--- src/rtl/fcnt_pkg.sv ---
// Shared definitions for the frequency-counter self-test path: default widths,
// pulse generator state encoding and the nominal system clock rate.
package fcnt_pkg;
  localparam int DEF_CNT_W   = 32;
  localparam int DEF_BURST_W = 16;
  localparam int MIN_PERIOD  = 2;
  localparam int CLOCK_FREQ  = 50_000_000;

  typedef enum logic [1:0] {
    ST_IDLE = 2'd0,
    ST_HIGH = 2'd1,
    ST_LOW  = 2'd2
  } pulse_state_t;
endpackage

--- src/rtl/pulse_cfg_shadow.sv ---
// Pending/shadow configuration store for the pulse train generator: validates
// offered configs, flags rejects and hands the pending set over on request.
module pulse_cfg_shadow
  import fcnt_pkg::*;
#(
  parameter int CNT_W   = DEF_CNT_W,
  parameter int BURST_W = DEF_BURST_W
) (
  input  logic               i_clk,
  input  logic               i_rst_n,
  input  logic               i_cfg_valid,
  input  logic               i_cfg_ready,
  input  logic [CNT_W-1:0]   i_cfg_period,
  input  logic [CNT_W-1:0]   i_cfg_high,
  input  logic [BURST_W-1:0] i_cfg_burst,
  input  logic               i_load,
  output logic [CNT_W-1:0]   o_period,
  output logic [CNT_W-1:0]   o_high,
  output logic [BURST_W-1:0] o_burst,
  output logic [CNT_W-1:0]   o_nxt_period,
  output logic [CNT_W-1:0]   o_nxt_high,
  output logic               o_cfg_err
);

  logic [CNT_W-1:0]   r_pend_period, r_pend_high, r_shd_period, r_shd_high;
  logic [BURST_W-1:0] r_pend_burst, r_shd_burst;
  logic               r_pend_vld, r_err;
  logic               w_accept, w_bad;

  assign w_accept = i_cfg_valid & i_cfg_ready;
  assign w_bad    = (i_cfg_period < CNT_W'(MIN_PERIOD));

  always_ff @(posedge i_clk or negedge i_rst_n) begin
    if (!i_rst_n) begin
      r_pend_period <= CNT_W'(MIN_PERIOD);
      r_pend_high   <= CNT_W'(1);
      r_pend_burst  <= '0;
      r_pend_vld    <= 1'b0;
      r_shd_period  <= CNT_W'(MIN_PERIOD);
      r_shd_high    <= CNT_W'(1);
      r_shd_burst   <= '0;
      r_err         <= 1'b0;
    end else begin
      r_err <= w_accept & w_bad;
      // A fresh accept keeps pending marked even if a load drains it this cycle.
      if (w_accept && !w_bad) begin
        r_pend_period <= i_cfg_period;
        r_pend_high   <= i_cfg_high;
        r_pend_burst  <= i_cfg_burst;
        r_pend_vld    <= 1'b1;
      end else if (i_load) begin
        r_pend_vld <= 1'b0;
      end
      if (i_load && r_pend_vld) begin
        r_shd_period <= r_pend_period;
        r_shd_high   <= r_pend_high;
        r_shd_burst  <= r_pend_burst;
      end
    end
  end

  assign o_period     = r_shd_period;
  assign o_high       = r_shd_high;
  assign o_burst      = r_shd_burst;
  assign o_nxt_period = r_pend_vld ? r_pend_period : r_shd_period;
  assign o_nxt_high   = r_pend_vld ? r_pend_high : r_shd_high;
  assign o_cfg_err    = r_err;

endmodule

--- src/rtl/pulse_train_gen.sv ---
// Programmable square/PWM pulse-train source; configuration changes only take
// effect on period boundaries so every emitted period is complete.
module pulse_train_gen
  import fcnt_pkg::*;
#(
  parameter int CNT_W   = DEF_CNT_W,
  parameter int BURST_W = DEF_BURST_W
) (
  input  logic               i_clk,
  input  logic               i_rst_n,
  input  logic               i_cfg_valid,
  output logic               o_cfg_ready,
  input  logic [CNT_W-1:0]   i_cfg_period,
  input  logic [CNT_W-1:0]   i_cfg_high,
  input  logic [BURST_W-1:0] i_cfg_burst,
  input  logic               i_start,
  input  logic               i_stop,
  output logic               o_sig_out,
  output logic               o_busy,
  output logic               o_period_tick,
  output logic               o_done,
  output logic               o_cfg_err
);

  pulse_state_t       r_state, w_nxt_state, w_start_state;
  logic [CNT_W-1:0]   r_cnt, w_nxt_cnt, w_start_cnt;
  logic [CNT_W-1:0]   w_period, w_high, w_nperiod, w_nhigh;
  logic [BURST_W-1:0] r_bcnt, w_nxt_bcnt, w_burst, w_bcnt_inc;
  logic               r_stop, w_nxt_stop, r_sig, r_done;
  logic               w_tick, w_busy, w_ready, w_load, w_end, w_const_high;

  pulse_cfg_shadow #(.CNT_W(CNT_W), .BURST_W(BURST_W)) u_shadow (
    .i_clk       (i_clk),
    .i_rst_n     (i_rst_n),
    .i_cfg_valid (i_cfg_valid),
    .i_cfg_ready (w_ready),
    .i_cfg_period(i_cfg_period),
    .i_cfg_high  (i_cfg_high),
    .i_cfg_burst (i_cfg_burst),
    .i_load      (w_load),
    .o_period    (w_period),
    .o_high      (w_high),
    .o_burst     (w_burst),
    .o_nxt_period(w_nperiod),
    .o_nxt_high  (w_nhigh),
    .o_cfg_err   (o_cfg_err)
  );

  assign w_const_high  = (w_high >= w_period);
  assign w_start_state = (w_nhigh == '0) ? ST_LOW : ST_HIGH;
  // Degenerate duties run the whole period in a single phase.
  assign w_start_cnt   = ((w_nhigh == '0) || (w_nhigh >= w_nperiod)) ?
                         (w_nperiod - CNT_W'(1)) : (w_nhigh - CNT_W'(1));
  assign w_bcnt_inc    = (&r_bcnt) ? r_bcnt : (r_bcnt + BURST_W'(1));
  assign w_end         = ((w_burst != '0) && (w_bcnt_inc == w_burst)) || r_stop || i_stop;
  assign w_load        = (r_state == ST_IDLE) || w_tick;

  always_ff @(posedge i_clk or negedge i_rst_n) begin
    if (!i_rst_n) begin
      r_state <= ST_IDLE;
      r_cnt   <= '0;
      r_bcnt  <= '0;
      r_stop  <= 1'b0;
      r_sig   <= 1'b0;
      r_done  <= 1'b0;
    end else begin
      r_state <= w_nxt_state;
      r_cnt   <= w_nxt_cnt;
      r_bcnt  <= w_nxt_bcnt;
      r_stop  <= w_nxt_stop;
      r_sig   <= (w_nxt_state == ST_HIGH);
      r_done  <= w_tick & w_end;
    end
  end

  always_comb begin
    w_nxt_state = r_state;
    w_nxt_cnt   = r_cnt;
    w_nxt_bcnt  = r_bcnt;
    w_nxt_stop  = r_stop | i_stop;
    case (r_state)
      ST_IDLE: begin
        w_nxt_stop = 1'b0;
        if (i_start && !i_stop) begin
          w_nxt_state = w_start_state;
          w_nxt_cnt   = w_start_cnt;
          w_nxt_bcnt  = '0;
        end
      end
      ST_HIGH, ST_LOW: begin
        if (w_tick) begin
          w_nxt_bcnt = w_bcnt_inc;
          if (w_end) begin
            w_nxt_state = ST_IDLE;
            w_nxt_cnt   = '0;
            w_nxt_stop  = 1'b0;
          end else begin
            w_nxt_state = w_start_state;
            w_nxt_cnt   = w_start_cnt;
          end
        end else if (r_cnt == '0) begin
          w_nxt_state = ST_LOW;
          w_nxt_cnt   = w_period - w_high - CNT_W'(1);
        end else begin
          w_nxt_cnt = r_cnt - CNT_W'(1);
        end
      end
      default: begin
        w_nxt_state = ST_IDLE;
        w_nxt_cnt   = '0;
      end
    endcase
  end

  always_comb begin
    w_busy  = (r_state != ST_IDLE);
    w_tick  = (r_cnt == '0) &&
              ((r_state == ST_LOW) || ((r_state == ST_HIGH) && w_const_high));
    w_ready = !w_tick;
  end

  assign o_cfg_ready   = w_ready;
  assign o_sig_out     = r_sig;
  assign o_busy        = w_busy;
  assign o_period_tick = w_tick;
  assign o_done        = r_done;

endmodule

--- config.mk ---
export PLATFORM = sky130hd
export DESIGN_NAME = pulse_train_gen
export DESIGN_NICKNAME = d
export VERILOG_FILES = /design/src/rtl/fcnt_pkg.sv /design/src/rtl/pulse_cfg_shadow.sv /design/src/rtl/pulse_train_gen.sv
export SDC_FILE = /design/constraint.sdc
export NUM_CORES = 1
export LEC_CHECK = 0
export BUFFER_PORTS_ARGS = -buffer_cell sky130_fd_sc_hd__buf_2
export CORE_MARGIN = 2
export CORE_UTILIZATION = 57
export CTS_BUF_LIST = sky130_fd_sc_hd__clkbuf_16
export DETAILED_ROUTE_END_ITERATION = 10
export GPL_ROUTABILITY_DRIVEN = 0
export HOLD_SLACK_MARGIN = 0.15
export PLACE_DENSITY_LB_ADDON = 0.15
export SKIP_CTS_REPAIR_TIMING = 1
export SLEW_MARGIN = 20
export SYNTH_ARGS = -nofsm -noshare
export SYNTH_HDL_FRONTEND = slang
export SYNTH_SLANG_ARGS = --single-unit
--- constraint.sdc ---
create_clock -name i_clk -period 6.3 [get_ports i_clk]
set_clock_uncertainty 0.2 [all_clocks]
set_input_delay 1.26 -clock i_clk [delete_from_list [all_inputs] [get_ports i_clk]]
set_output_delay 1.26 -clock i_clk [all_outputs]
set_load 0.1 [all_outputs]
==> results of run 1 <==
-- worst max-delay path, delay by kind of cell (launching register included) --
| family | cells | cell delay, ns |
|---|---|---|
| multiplexers | 2 | 0.50 |
| AND/OR/NAND/NOR | 9 | 2.74 |
| buffers and inverters | 3 | 0.65 |
| adder cells (fa/ha/maj) | 2 | 0.60 |
| flip-flops | 1 | 0.82 |
| AO/OA/AOI/OAI | 2 | 0.32 |
-- power by group through the flow --
stage	combinational, mW	clock [mW]	sequential, mW
5_1_grt	6.23	1.50	2.50
4_1_cts	5.58	1.44	2.43
6_report	5.75	1.42	2.44
3_5_place_dp	5.54	0	2.45
3_3_place_gp	5.41	0	2.44
2_1_floorplan	4.13	0	2.22
-- layer usage --
layer,GRT usage,part of all wire,vias up
met5,0,0,-
met4,0.106,0.038,0
li1,-,-,6388
met1,0.439,0.43,6561
met3,0.0607,0.090,114
met2,0.489,0.44,632
-- worst paths after layout --
path | cells past startpoint | slack, ns | endpoint
min in group asynchronous | 1 | 0.50 | u_shadow.o_high[3]$_DFFE_PN0P_
max in group asynchronous | 2 | 4.22 | u_shadow.r_pend_vld$_DFFE_PN0P_
hold reg to reg | 1 | 0.28 | u_shadow.o_burst[4]$_DFFE_PN0P_
setup / recovery | 18 | 0.29 | r_cnt[26]$_DFFE_PN0P_
setup reg to reg | 18 | 0.29 | r_cnt[26]$_DFFE_PN0P_
hold / removal | 1 | 0.28 | u_shadow.o_burst[4]$_DFFE_PN0P_
-- logic make-up after synthesis --
group	count (synthesis)
and+or+nand+nor	501
buffers and inverters	190
xor gates and xnor gates	88
adders and majority gates	103
muxes	217
DFF	215
AOI/OAI and AO/OA	394
-- flip-flops by register name (all words and copies together), names as in the netlist --
register / cells
u_shadow.o_burst: 16
o_done: 1
r_bcnt: 16
r_cnt: 32
u_shadow.r_pend_high: 32
u_shadow.r_pend_period: 32
u_shadow.o_cfg_err: 1
u_shadow.o_period: 32
o_sig_out: 1
u_shadow.r_pend_vld: 1
u_shadow.o_high: 32
u_shadow.r_pend_burst: 16
r_stop: 1
r_state: 2
-- layout by cell type, fill, tap and decap left out, types with 8 or more instances in the layout --
master / n
dfrtp_1: 210
mux2_2: 126
nand2_1: 121
a21oi_1: 118
inv_1: 111
nor2_1: 104
ha_1: 102
buf_2: 89
o21ai_0: 84
xnor2_1: 59
mux2i_1: 53
nor3_1: 48
nand3_1: 40
nor4_1: 39
mux2_1: 36
xor2_1: 29
clkbuf_16: 27
o211ai_1: 26
nand4_1: 26
buf_4: 22
or2_2: 16
or3_1: 15
a21o_1: 15
o21ai_1: 14
o22ai_1: 14
or4_1: 13
nand2b_1: 13
o31ai_1: 11
and3_1: 10
o21bai_1: 10
a211oi_1: 10
a31oi_1: 8
nor3b_1: 8
a22o_1: 8
-- layout make-up --
type | instances | area (sq um)
tap | 341 | 427
clock buffer | 27 | 676
sequential | 215 | 5390
multi-input combinational | 1303 | 9610
clock inverter | 21 | 130
fill | 2275 | 9700
inverter | 107 | 402
timing repair buffer | 115 | 686
==> results.sh, run 1 <==
export IMPL_syn_area_per_cell_sq_um=9.22
export IMPL_routed_via_count=13700
export IMPL_switching_power_mw=4.71
export IMPL_antenna_found_initial=0
export IMPL_hpwl_microns=33900
export IMPL_port_buffer_count=90
export IMPL_synth_top_cell_area_share=0.335
export IMPL_setup_violations_final=0
export IMPL_final_nets=1956
export IMPL_start_util=0.583
export IMPL_grt_pass1_wl_microns=71500
export IMPL_htreeDepth=1
export IMPL_yosysSeqAreaShare=0.342
export IMPL_fp_dieH_microns=170
export IMPL_rsz0062_at_grt="no"
export IMPL_synthAdderAreaFrac=0.0823
export IMPL_slew_violations=0
export IMPL_fin_ws_ns=0.288
export IMPL_yosys_warnings=0
export IMPL_dieArea_sq_um=29000
export IMPL_place_area_sq_um=16500
export IMPL_synth_most_common_cell="dfrtp_1"
export IMPL_yosys_area_share_simple=0.166
export IMPL_final_area_sq_um=17300
export IMPL_synthTopCellsByArea="dfrtp_1 (34%), mux2_2 (9.0%), ha_1 (8.1%), a21oi_1 (3.8%), mux2i_1 (3.4%)"
export IMPL_power_total_mw=9.61
export IMPL_yosysTopAreaCell="dfrtp_1"
export IMPL_grt_usage=0.314
export IMPL_antenna_cells=0
export IMPL_crit_arrival_ns=6.21
export IMPL_rows=60
export IMPL_cts_root_buffer="clkbuf_16"
export IMPL_startpoint="u_shadow.r_pend_vld$_DFFE_PN0P_"
export IMPL_cp_end_kind="flip-flop"
export IMPL_comb_power_share=0.598
export IMPL_coreArea_sq_um=27000
export IMPL_cts_buffers=26
export IMPL_drc=0
export IMPL_grt_max_degree=123
export IMPL_syn_area_sq_um=15700
export IMPL_grt_overflow_total=0
export IMPL_dr_pass1_iters=6
export IMPL_synth_edf_count=0
export IMPL_cpPeakStageDelay_ns=0.82
export IMPL_clock_path_buffers=3
export IMPL_dpl_cell_count=2080
export IMPL_die_w_microns=170
export IMPL_drv_cap=0
export IMPL_worstPathCellList="buf_4, mux2i_1, inv_1, ha_1, nand4_1, nor4_1, and3_1, nor2_4, o21a_1, inv_1, ha_1, nand3_1, or2_2, nor2_1, mux2i_1, or4_1, nand3_1, o211ai_1"
export IMPL_clkLatencyLatePin_ns=0.55
export IMPL_start_kind="flip-flop"
export IMPL_max_freq_mhz=166
export IMPL_reg2reg_from="u_shadow.r_pend_vld$_DFFE_PN0P_"
export IMPL_fin_crit_ns=6.01
export IMPL_drt_initial_drc_count=1514
export IMPL_post_route_period_util=0.954
export IMPL_cts_tree="yes"
export IMPL_grt_pass1_vias=12900
export IMPL_crit_fanout=33
export IMPL_post_route_util=0.641
export IMPL_drive_gt1_frac=0.186
export IMPL_ys_types=90
export IMPL_syn_nets=1896
export IMPL_path_clk_slew_ns=0.06
export IMPL_io_pins=91
export IMPL_vias_per_cell=6.43
export IMPL_routedWlPerCell_microns=21.3
export IMPL_leakage_nw=7.63
export IMPL_wl_microns=45400
export IMPL_crit_path_top_delay_cell="dfrtp_4"
export IMPL_area_growth_syn_to_layout_pct=10.0
export IMPL_worstHoldStart="u_shadow.r_pend_burst[4]$_DFFE_PN0P_"
export IMPL_synth_cells=1708
export IMPL_clock_sinks=215
export IMPL_ant_nets=0
export IMPL_status="completed"
export IMPL_intPower_mw=4.90
export IMPL_power_density_nw_per_um2=555
export IMPL_hold_viol=0
export IMPL_fin_hold_ws_ns=0.283
export IMPL_place_ws_ns=0.287
export IMPL_worstMarginPinSlew_ns=0.948
export IMPL_p_seq_frac=0.254
export IMPL_p_clk_frac=0.148
export IMPL_async_reset_ff_frac=1.00
export IMPL_ys_flop_type="dfrtp_1"
export IMPL_synth_mux_area_fraction=0.151
export IMPL_synth_top_family_by_area="simple AND/OR/NAND/NOR gates"
export IMPL_crit_type="flip-flop to flip-flop"
export IMPL_cp_required_ns=6.50
export IMPL_stdcell_count=2129
export IMPL_synth_compound_area_frac=0.159
export IMPL_hold_path_class="flip-flop to flip-flop"
export IMPL_switching_share=0.490
export IMPL_ir_drop_uv=293
export IMPL_synth_common_cells="dfrtp_1 (211), mux2_2 (126), nand2_1 (121)"
export IMPL_synth_xor_area_share=0.0489
export IMPL_slew_headroom=0.362
export IMPL_synth_seq_cells=215
export IMPL_setup_tns_ns=0
Note: power is estimated with default switching activity, not from simulation.
==> run 2, diff against run 1 <==
--- a/config.mk
+++ b/config.mk
@@ -12,6 +12,7 @@
 export DETAILED_ROUTE_END_ITERATION = 10
 export GPL_ROUTABILITY_DRIVEN = 0
 export HOLD_SLACK_MARGIN = 0.15
+export MAX_ROUTING_LAYER = met4
 export PLACE_DENSITY_LB_ADDON = 0.15
 export SKIP_CTS_REPAIR_TIMING = 1
 export SLEW_MARGIN = 20
==> results.sh, run 2 (synthesis gave the netlist of run 1 again) <==
export IMPL_worstSetupEndpoint="r_cnt[26]$_DFFE_PN0P_"
export IMPL_cts_buffers=26
export IMPL_drc=0
export IMPL_start_kind="flip-flop"
export IMPL_grt_pass1_wl_microns=71500
export IMPL_grt_pass1_vias=12900
export IMPL_post_route_period_util=0.951
export IMPL_fp_dieH_microns=170
export IMPL_start_util=0.583
export IMPL_cts_tree="yes"
export IMPL_rrSetupSlack_ns=0.31
export IMPL_setup_violations_final=0
export IMPL_hold_viol=0
export IMPL_path_clk_slew_ns=0.06
export IMPL_htreeDepth=1
export IMPL_setup_tns_ns=0
export IMPL_max_freq_mhz=167
export IMPL_area_growth_syn_to_layout_pct=10.0
export IMPL_io_pins=91
export IMPL_dr_pass1_iters=6
export IMPL_coreArea_sq_um=27000
export IMPL_worstMarginPinSlew_ns=1.15
export IMPL_ir_drop_uv=293
export IMPL_startpoint="u_shadow.r_pend_vld$_DFFE_PN0P_"
export IMPL_drv_cap=0
export IMPL_post_route_util=0.641
export IMPL_routedWlPerCell_microns=21.4
export IMPL_vias_per_cell=6.43
export IMPL_reg2reg_from="u_shadow.r_pend_vld$_DFFE_PN0P_"
export IMPL_status="completed"
export IMPL_hold_path_class="flip-flop to flip-flop"
export IMPL_grt_usage=0.323
export IMPL_cp_end_kind="flip-flop"
export IMPL_leakage_nw=7.63
export IMPL_grt_max_degree=123
export IMPL_crit_arrival_ns=6.19
export IMPL_final_nets=1956
export IMPL_r2r_cells=18
export IMPL_cp_required_ns=6.49
export IMPL_slew_headroom=0.235
export IMPL_clock_path_buffers=3
export IMPL_slew_violations=0
export IMPL_dieArea_sq_um=29000
export IMPL_port_buffer_count=90
export IMPL_drive_gt1_frac=0.185
export IMPL_cts_root_buffer="clkbuf_16"
export IMPL_ant_nets=0
export IMPL_clkLatencyLatePin_ns=0.55
export IMPL_crit_type="flip-flop to flip-flop"
export IMPL_final_common_cell="dfrtp_1"
export IMPL_routed_via_count=13700
export IMPL_die_w_microns=170
export IMPL_rows=60
export IMPL_grt_overflow_total=0
export IMPL_antenna_found_initial=0
export IMPL_final_cell_mix="dfrtp_1 (210), mux2_2 (126), nand2_1 (121), a21oi_1 (118), inv_1 (111)"
export IMPL_reg2reg_to="r_cnt[26]$_DFFE_PN0P_"
export IMPL_clock_sinks=215
export IMPL_power_density_nw_per_um2=555
export IMPL_fin_crit_ns=5.99
export IMPL_rsz0062_at_grt="no"
export IMPL_drt_initial_drc_count=1471
export IMPL_hpwl_microns=33900
export IMPL_crit_fanout=33
export IMPL_antenna_cells=0
export IMPL_wl_microns=45500
[run 2: cell counts in the layout (fill, tap and decap cells not counted)]
No cell type changed its count.
[run 2: power breakdown]
group          total (mW)  internal [mW]  leakage [nW]  switching [mW]
Clock                1.42          0.814         0.412           0.606
Sequential           2.44           1.83          2.58           0.604
Combinational        5.75           2.25          4.63            3.50
Total                9.61           4.90          7.63            4.71
[run 2: worst min-delay path by stage]
stage | cells after the start | to | start
finish | 1 | u_shadow.o_burst[11]$_DFFE_PN0P_ | u_shadow.r_pend_burst[11]$_DFFE_PN0P_
global route | 1 | u_shadow.o_burst[9]$_DFFE_PN0P_ | u_shadow.r_pend_burst[9]$_DFFE_PN0P_
CTS | 1 | u_shadow.o_burst[4]$_DFFE_PN0P_ | u_shadow.r_pend_burst[4]$_DFFE_PN0P_
detailed placement | 1 | u_shadow.o_burst[4]$_DFFE_PN0P_ | u_shadow.r_pend_burst[4]$_DFFE_PN0P_
global placement | 1 | u_shadow.o_burst[10]$_DFFE_PN0P_ | u_shadow.r_pend_burst[10]$_DFFE_PN0P_
floorplan | 1 | u_shadow.o_burst[0]$_DFFE_PN0P_ | u_shadow.r_pend_burst[0]$_DFFE_PN0P_
[run 2: through the flow]
step	power (mW)	hold slack (ns)	cells	instance area (sq um)	setup WS, ns
2_1_floorplan	6.35	0.254	1708	15800	0.0165
3_3_place_gp	7.84	0.263	2080	16500	0.380
3_5_place_dp	7.98	0.274	2080	16500	0.287
4_1_cts	9.45	0.286	2128	17300	0.261
5_1_grt	10.2	0.306	2129	17300	0.00522
6_report	9.61	0.283	2129	17300	0.306
[run 2: cell type report]
type                    count  area (sq um)
inverters                 107           402
clock inverters            21           130
repair buffers            115           686
clock buffers              27           676
fillers                  2274          9700
flip-flops and latches    215          5390
well taps                 341           427
multi-input cells        1303          9610
[run 2: critical path, cell delays in order, from the launching register on]
cell	delay, ns
dfrtp_4	0.82
buf_4	0.45
mux2i_1	0.31
inv_1	0.14
ha_1	0.36
nand4_1	0.12
nor4_1	0.40
and3_1	0.68
nor2_4	0.17
o21a_1	0.23
inv_1	0.06
ha_1	0.24
nand3_1	0.23
or2_2	0.40
nor2_1	0.22
mux2i_1	0.19
or4_1	0.44
nand3_1	0.10
o211ai_1	0.08
[run 2: routing by layer]
layer	GRT usage	vias up	routed length, microns
met2	0.491	628	20100
met4	0.106	0	1720
met1	0.438	6568	19500
li1	-	6373	-
met3	0.0593	113	4150
met5	-	-	0
